[src/rtl/pc_update_unit.sv]
// Program-counter stage for the single-cycle 8-bit processor.
// Holds the PC, computes the sequential/branch/jump successor, stalls on a
// memory busywait, and keeps a saturating count of taken control transfers.
module pc_update_unit #(
    parameter int PC_WIDTH     = 32,
    parameter int OFFSET_WIDTH = 8,
    parameter int CNT_WIDTH    = 16
) (
    input  logic                    CLK,
    input  logic                    RESET,
    input  logic                    zero,
    input  logic                    jump,
    input  logic                    branch_eq,
    input  logic                    branch_ne,
    input  logic [OFFSET_WIDTH-1:0] offset,
    input  logic                    busywait,
    output logic [PC_WIDTH-1:0]     pc,
    output logic [PC_WIDTH-1:0]     pc_next,
    output logic                    branch_taken,
    output logic [CNT_WIDTH-1:0]    taken_count
);

    typedef enum logic [1:0] {
        BOOT  = 2'b00,
        RUN   = 2'b01,
        STALL = 2'b10
    } state_t;

    localparam logic [PC_WIDTH-1:0]  PC_STEP  = PC_WIDTH'(32'd4);
    localparam logic [CNT_WIDTH-1:0] CNT_ONE  = CNT_WIDTH'(32'd1);
    localparam logic [CNT_WIDTH-1:0] CNT_MAX  = {CNT_WIDTH{1'b1}};

    // Sign-extend the word offset and scale it to a byte offset (<< 2),
    // truncated to PC_WIDTH so the later add is naturally modulo 2^PC_WIDTH.
    function automatic logic [PC_WIDTH-1:0] scale_offset(
        input logic [OFFSET_WIDTH-1:0] off
    );
        logic [PC_WIDTH-1:0] res;
        res = '0;
        for (int i = 2; i < PC_WIDTH; i++) begin
            if (i - 2 < OFFSET_WIDTH) begin
                res[i] = off[i-2];
            end else begin
                res[i] = off[OFFSET_WIDTH-1];
            end
        end
        return res;
    endfunction

    state_t                state_q, state_d;
    logic [PC_WIDTH-1:0]   pc_q, pc_d;
    logic                  taken_q, taken_d;
    logic [CNT_WIDTH-1:0]  cnt_q, cnt_d;

    logic                  taken_s;
    logic [PC_WIDTH-1:0]   pc_plus4_s;
    logic [PC_WIDTH-1:0]   target_s;
    logic [PC_WIDTH-1:0]   pc_next_s;

    // Successor address and taken decision; independent of FSM state.
    always_comb begin
        taken_s    = jump | (branch_eq & zero) | (branch_ne & ~zero);
        pc_plus4_s = pc_q + PC_STEP;
        target_s   = pc_plus4_s + scale_offset(offset);
        if (taken_s) begin
            pc_next_s = target_s;
        end else begin
            pc_next_s = pc_plus4_s;
        end
    end

    // Next-state logic: BOOT lasts one edge, RUN/STALL load or hold the PC.
    always_comb begin
        state_d = state_q;
        pc_d    = pc_q;
        taken_d = 1'b0;
        cnt_d   = cnt_q;
        case (state_q)
            BOOT: begin
                state_d = RUN;
            end
            RUN, STALL: begin
                if (busywait) begin
                    state_d = STALL;
                end else begin
                    state_d = RUN;
                    pc_d    = pc_next_s;
                    taken_d = taken_s;
                    if (taken_s && (cnt_q != CNT_MAX)) begin
                        cnt_d = cnt_q + CNT_ONE;
                    end else begin
                        cnt_d = cnt_q;
                    end
                end
            end
            default: begin
                state_d = BOOT;
            end
        endcase
    end

    // State registers with asynchronous active-high reset.
    always_ff @(posedge CLK or posedge RESET) begin
        if (RESET) begin
            state_q <= BOOT;
            pc_q    <= '0;
            taken_q <= 1'b0;
            cnt_q   <= '0;
        end else begin
            state_q <= state_d;
            pc_q    <= pc_d;
            taken_q <= taken_d;
            cnt_q   <= cnt_d;
        end
    end

    assign pc           = pc_q;
    assign pc_next      = pc_next_s;
    assign branch_taken = taken_q;
    assign taken_count  = cnt_q;

endmodule

[config.mk]
export PLATFORM = sky130hd
export DESIGN_NAME = pc_update_unit
export DESIGN_NICKNAME = d
export VERILOG_FILES = /design/src/rtl/pc_update_unit.sv
export SDC_FILE = /design/constraint.sdc
export NUM_CORES = 1
export LEC_CHECK = 0
export BUFFER_PORTS_ARGS = -buffer_cell sky130_fd_sc_hd__clkbuf_2
export CORE_MARGIN = 2
export CORE_UTILIZATION = 35
export CTS_BUF_LIST = sky130_fd_sc_hd__clkbuf_16
export DETAILED_ROUTE_END_ITERATION = 7
export PLACE_DENSITY = 0.64
export SETUP_SLACK_MARGIN = 0.2
export SLEW_MARGIN = 20
export SYNTH_ARGS = -nofsm -noshare
export SYNTH_HDL_FRONTEND = slang
export SYNTH_SLANG_ARGS = --single-unit
[constraint.sdc]
create_clock -name CLK -period 4.8 [get_ports CLK]
set_input_delay 0.24 -clock CLK [delete_from_list [all_inputs] [get_ports CLK]]
set_output_delay 0.24 -clock CLK [all_outputs]
set_load 0.005 [all_outputs]
Word-level counts from Yosys, hierarchy flattened. Index checks and enable logic that the tools add are counted.

Add/subtract/negate cells: 3. Eq/ne operators: 3. Reduce and logical (&&, ||, !) cells: 5. Bitwise logic cells: 6. Muxes and demuxes: 5.

Operators by type and width (number): $add 32x3->32 const B (1); $add 32x32->32 (1); $mux 32 (1); $add 16x1->16 const B (1); $ne 16x16->1 const B (1); $pmux 2 s2 (1); $reduce_and 3->1 (1); $and 1x1->1 (2); $eq 2x1->1 const B (1); $eq 2x2->1 const B (1); $logic_not 2->1 (1); $mux 1 (2); $mux 2 (1); $not 1->1 (2); $or 1x1->1 (2); $reduce_and 2->1 (1); $reduce_or 2->1 (1); $logic_and 1x1->1 (1).

Input port bits: 15. Word-level logic and storage cells: 26. Register bits: 51.

Logic depth before layout (Yosys ltp).
Depth in word-level cells: 5. Mapped depth: 18.

Worst setup path after synthesis. OpenSTA, ideal clock, no wires.

Path kind: register to register. From: register pc_q[6] (netlist: pc[6]). To: register pc_q[31] (netlist: pc[31]). Path buffers: 2. Arrival time: 3.588 ns. Slack: 1.088 ns. Required time: 4.675 ns. Stages on the path, launching flop included: 19. Cell sequence: dfrtp_1 > and4_1 > and3_1 > and3_1 > buf_4 > and3_1 > buf_4 > nand2_1 > xnor2_1 > ha_1 > inv_1 > nor2_1 > o21a_1 > or4b_1 > a211o_1 > a21o_2 > nand3_2 > xnor2_1 > mux2_2.

Longest elaborated chain between the ends: 3.

Ends and longest elaborated chain: start, declared (line 51) `logic [PC_WIDTH-1:0] pc_q, pc_d;`; start signal, assigned (line 111) `pc_q <= pc_d;`; $add 32x3->32 * (line 63) `pc_plus4_s = pc_q + PC_STEP;`; $add 32x32->32 (line 64) `target_s = pc_plus4_s + scale_offset(offset);`; $mux 32 * (line 65) `if (taken_s) begin`; named net pc_next[31] (line 18) `output logic [PC_WIDTH-1:0] pc_next,`.

The timed path passes the listed nets; every way through them passes the cells marked *. A chain may end at the register's enable or synchronous reset.

Final worst setup path.
From: register pc_q[5] (netlist: pc[5]). To: output port pc_next[28].

Longest elaborated chain between the ends: 3.

Ends and longest elaborated chain (line): $add 32x3->32 * (63); $add 32x32->32 (64); $mux 32 * (65); end, declared (18).

Every way passes the cells marked *; elsewhere a longest branch is shown, timed or not.

==> flow_summary.yaml <==
status:
  status: "finished, final reports clean"
grt:
  grt_use_total_pct: 18.2
  antenna_found_initial: 0
  grt_pass1_vias: 4236
  grt_overflow: 0
  grt_max_degree: 50
  grt_pass1_wl_um: 20700
sta:
  hold_viol_final: 0
  fin_crit_ns: 4.39
  fin_skew_ns: 0.00802
  setup_viol: 0
  fin_tns_setup_ns: 0
  worst_pin_slew_ns: 0.998
  maxSlewHeadroom_pct: 32.6
  rsz0062_at_grt: "false"
  slew_viol_final: 0
  finalCritPeriodShare_pct: 91.5
  layout_setup_ws_ns: 0.407
  max_freq_mhz: 228
place:
  portBuffers: 91
  dp_hpwl_um: 9430
  place_area_mm2: 0.00511
  gp_congestion: 0.952
  dp_slack_ns: 0.334
drt:
  drtIter0Drc: 201
  post_drt_wl_per_cell_um: 15.8
  route.detailed.drc: 0
  routed.top_layer: "met4"
  ant_nets: 0
  wl_met2_um: 6220
  vias: 4338
  routed_wl_um: 12600
  drtPass1Iterations: 5
  dr_wl_met3_um: 546
  m1WireLength_um: 5480
  viasPerCell: 5.44
critical_path:
  endpoint: "pc_next[28]"
  worstPathMaxFanout: 9
  cp-startpoint: "pc[5]$_DFFE_PP0P_"
  timing.rr.end: "pc[31]$_DFFE_PP0P_"
  crit_type: "register to output pin"
  reg2regPathDepth: 16
  arrival_ns: 4.15
  cp_num_cells: 17
  crit_buf_inv: 1
  cp-end-kind: "output pin"
  critical-path-top-delay-family: "compound AO/OA/AOI/OAI gates"
  cpMaxStageDelayCell: "dfrtp_2"
  cp_data_required_time_ns: 4.56
  path_cells: "and4_1 -> and3_1 -> and3_4 -> and2_1 -> nand4_1 -> xnor2_2 -> ha_2 -> a21oi_2 -> a21oi_1 -> a211oi_2 -> a31oi_2 -> a31oi_2 -> o21ai_1 -> a211o_1 -> xnor2_1 -> o21ai_1 -> clkbuf_2"
  cp_slowest_stage_delay_ns: 0.42
  reg2reg_slack_ns: 0.82
  rr_startpoint: "pc[5]$_DFFE_PP0P_"
  crit_path_start_kind: "register"
clocking:
  cts_tree: "built"
  ctsHoldBuffers: 0
  htree_levels: 2
  clock_latency_ns: 0.30
  clkTransAtPathRegs_ns: 0.08
  cts-root-buf: "clkbuf_16"
  clkSinkCount: 49
  cts_max_path_buffers: 2
  cts_buffers: 5
synthesis:
  synth_top_area_cell: "dfrtp_1"
  synth_flop_cell: "dfrtp_1"
  synth_edf_count: 0
  syn_avg_cell_area_um2: 8.34
  ys_warn_count: 0
  syn_area_mm2: 0.00451
  ys_ff_latch: 49
  synth_async_sr_flop_share_pct: 100
  synthDistinctLibCells: 56
  synthTopCellsByArea: "dfrtp_1, ha_1, xnor2_1"
  yosysSeqAreaShare_pct: 27.2
  synth_top_area_share_pct: 27.2
  netlist_instances: 541
layout:
  area_delta_synth_final_pct: 18.4
  n_fill_cell: 1271
  n_antenna_cell: 0
  drive_above_1_share_pct: 24.8
  design_area_mm2: 0.00534
  fin_nets: 681
floorplan:
  io_pins: 96
  start_util_pct: 35.8
  die_y_um: 118
  dieArea_mm2: 0.0138
  core_mm2: 0.0126
  rows: 41
  die_w_um: 118
power_and_ir_drop:
  share_comb_of_total_power_pct: 68.6
  swShare_pct: 48.4
  seqPwrFrac_pct: 21.2
  vdd_drop_max_v: 0.000347
  internal_power_mw: 1.96
  pwr-share-clk_pct: 10.2
  leakage_nw: 2.58
  cellPowerDensity_mw_per_mm2: 713
  p_sw_mw: 1.84
run:
  maxCapViolCount: 0
hold_path:
  hold_class: "input port to asynchronous set/reset pin"
-- cell usage in the layout (no fill, tap or decap), types with 4 or more instances in the layout --
cell type  count
buf_4          7
nand2b_1       5
dfrtp_1       44
nand2_1       76
o21ai_0       23
nand4_1       18
mux2i_1        4
and3_1         6
and4_1         6
mux2_2        16
nand3_1       17
dfrtp_2        5
nor2_1        42
xor2_1        21
xnor2_1       46
and2_1         5
a21oi_1       37
inv_1         16
ha_1          38
a21o_1        19
clkbuf_2      91
o21ai_1        5
a31oi_1        6
conb_1         4
clkbuf_16      5
-- synthesized netlist by cell type (2+ instances only) --
library cell,count
nand2_1,76
dfrtp_1,49
xnor2_1,47
nor2_1,43
ha_1,40
a21oi_1,39
o21ai_0,24
xor2_1,21
a21o_1,19
nand3_1,18
nand4_1,18
inv_1,17
mux2_2,16
clkbuf_1,12
and3_1,8
a31oi_1,7
and4_1,6
buf_4,6
a211oi_1,5
and2_1,5
nand2b_1,5
a22oi_1,4
mux2i_1,4
nor2b_1,4
o21ai_1,4
a211o_1,3
a41oi_1,3
buf_2,3
nor3_1,3
a21o_2,2
and4_2,2
buf_1,2
o211ai_1,2
o22a_1,2
-- through the flow --
step / hold WS (ns) / instances / power, mW / util, %
floorplan: 0.374 / 544 / 2.52 / -
global placement: 0.478 / 787 / 3.30 / 40.5
detailed placement: 0.490 / 787 / 3.35 / 40.5
CTS: 0.182 / 796 / 3.78 / 41.8
global route: 0.150 / 798 / 4.13 / 42.3
finish: 0.0790 / 798 / 3.81 / 42.3
-- timing repair --
| item | CTS | global route |
|---|---|---|
| buffers inserted | 1 | 2 |
| setup endpoints to repair | 5 | 10 |
| pin swaps | 1 | 2 |
| resized for setup | 2 | 17 |
| cloned | 0 | 0 |
-- registers in the layout (all words and copies together), names as in the netlist --
register and flops:
pc 30, taken_count 16, branch_taken 1, state_q 2
-- kinds of logic after synthesis --
logic type / Yosys count / synth area share, %
AND/OR/NAND/NOR: 192 / 20.2
AO/OA/AOI/OAI: 128 / 18.4
XOR/XNOR: 69 / 13.6
flip-flops: 49 / 27.2
adder cells (fa/ha/maj): 41 / 11.5
buffers and inverters: 41 / 4.16
multiplexers: 20 / 4.88
other: 1 / 0.0831
-- layout make-up --
cell class	instances	area (um^2)	area share, %
multi-input cells	454	3170	59.3
flip-flops and latches	49	1230	23.1
repair buffers	98	508	9.51
well taps	172	215	4.03
clock buffers	5	125	2.34
inverters	17	65.1	1.22
clock inverters	3	28.8	0.539
-- how the worst min path moves through the flow --
stage	slack [ns]	endpoint	from
6_report	0.08	taken_count[3]$_DFFE_PP0P_	RESET
4_1_cts	0.18	state_q[1]$_DFF_PP0_	busywait
3_3_place_gp	0.48	taken_count[10]$_DFFE_PP0P_	taken_count[10]$_DFFE_PP0P_
3_5_place_dp	0.49	taken_count[7]$_DFFE_PP0P_	taken_count[7]$_DFFE_PP0P_
5_1_grt	0.15	taken_count[3]$_DFFE_PP0P_	RESET
2_1_floorplan	0.37	state_q[1]$_DFF_PP0_	busywait
-- power by group through the flow --
stage	clock [mW]	sequential (mW)	combinational [mW]
detailed placement	0	0.809	2.55
finish	0.387	0.808	2.61
floorplan	0	0.770	1.75
global placement	0	0.801	2.50
CTS	0.399	0.804	2.57
global route	0.415	0.839	2.88
-- routing by layer --
metal  track usage [%]  up-vias
met2              31.3      138
met1              23.2     2087
li1                  -     2080
met3              2.47       33
met4              7.15        0
met5                 0        -
(Power assumes the default switching activity.)
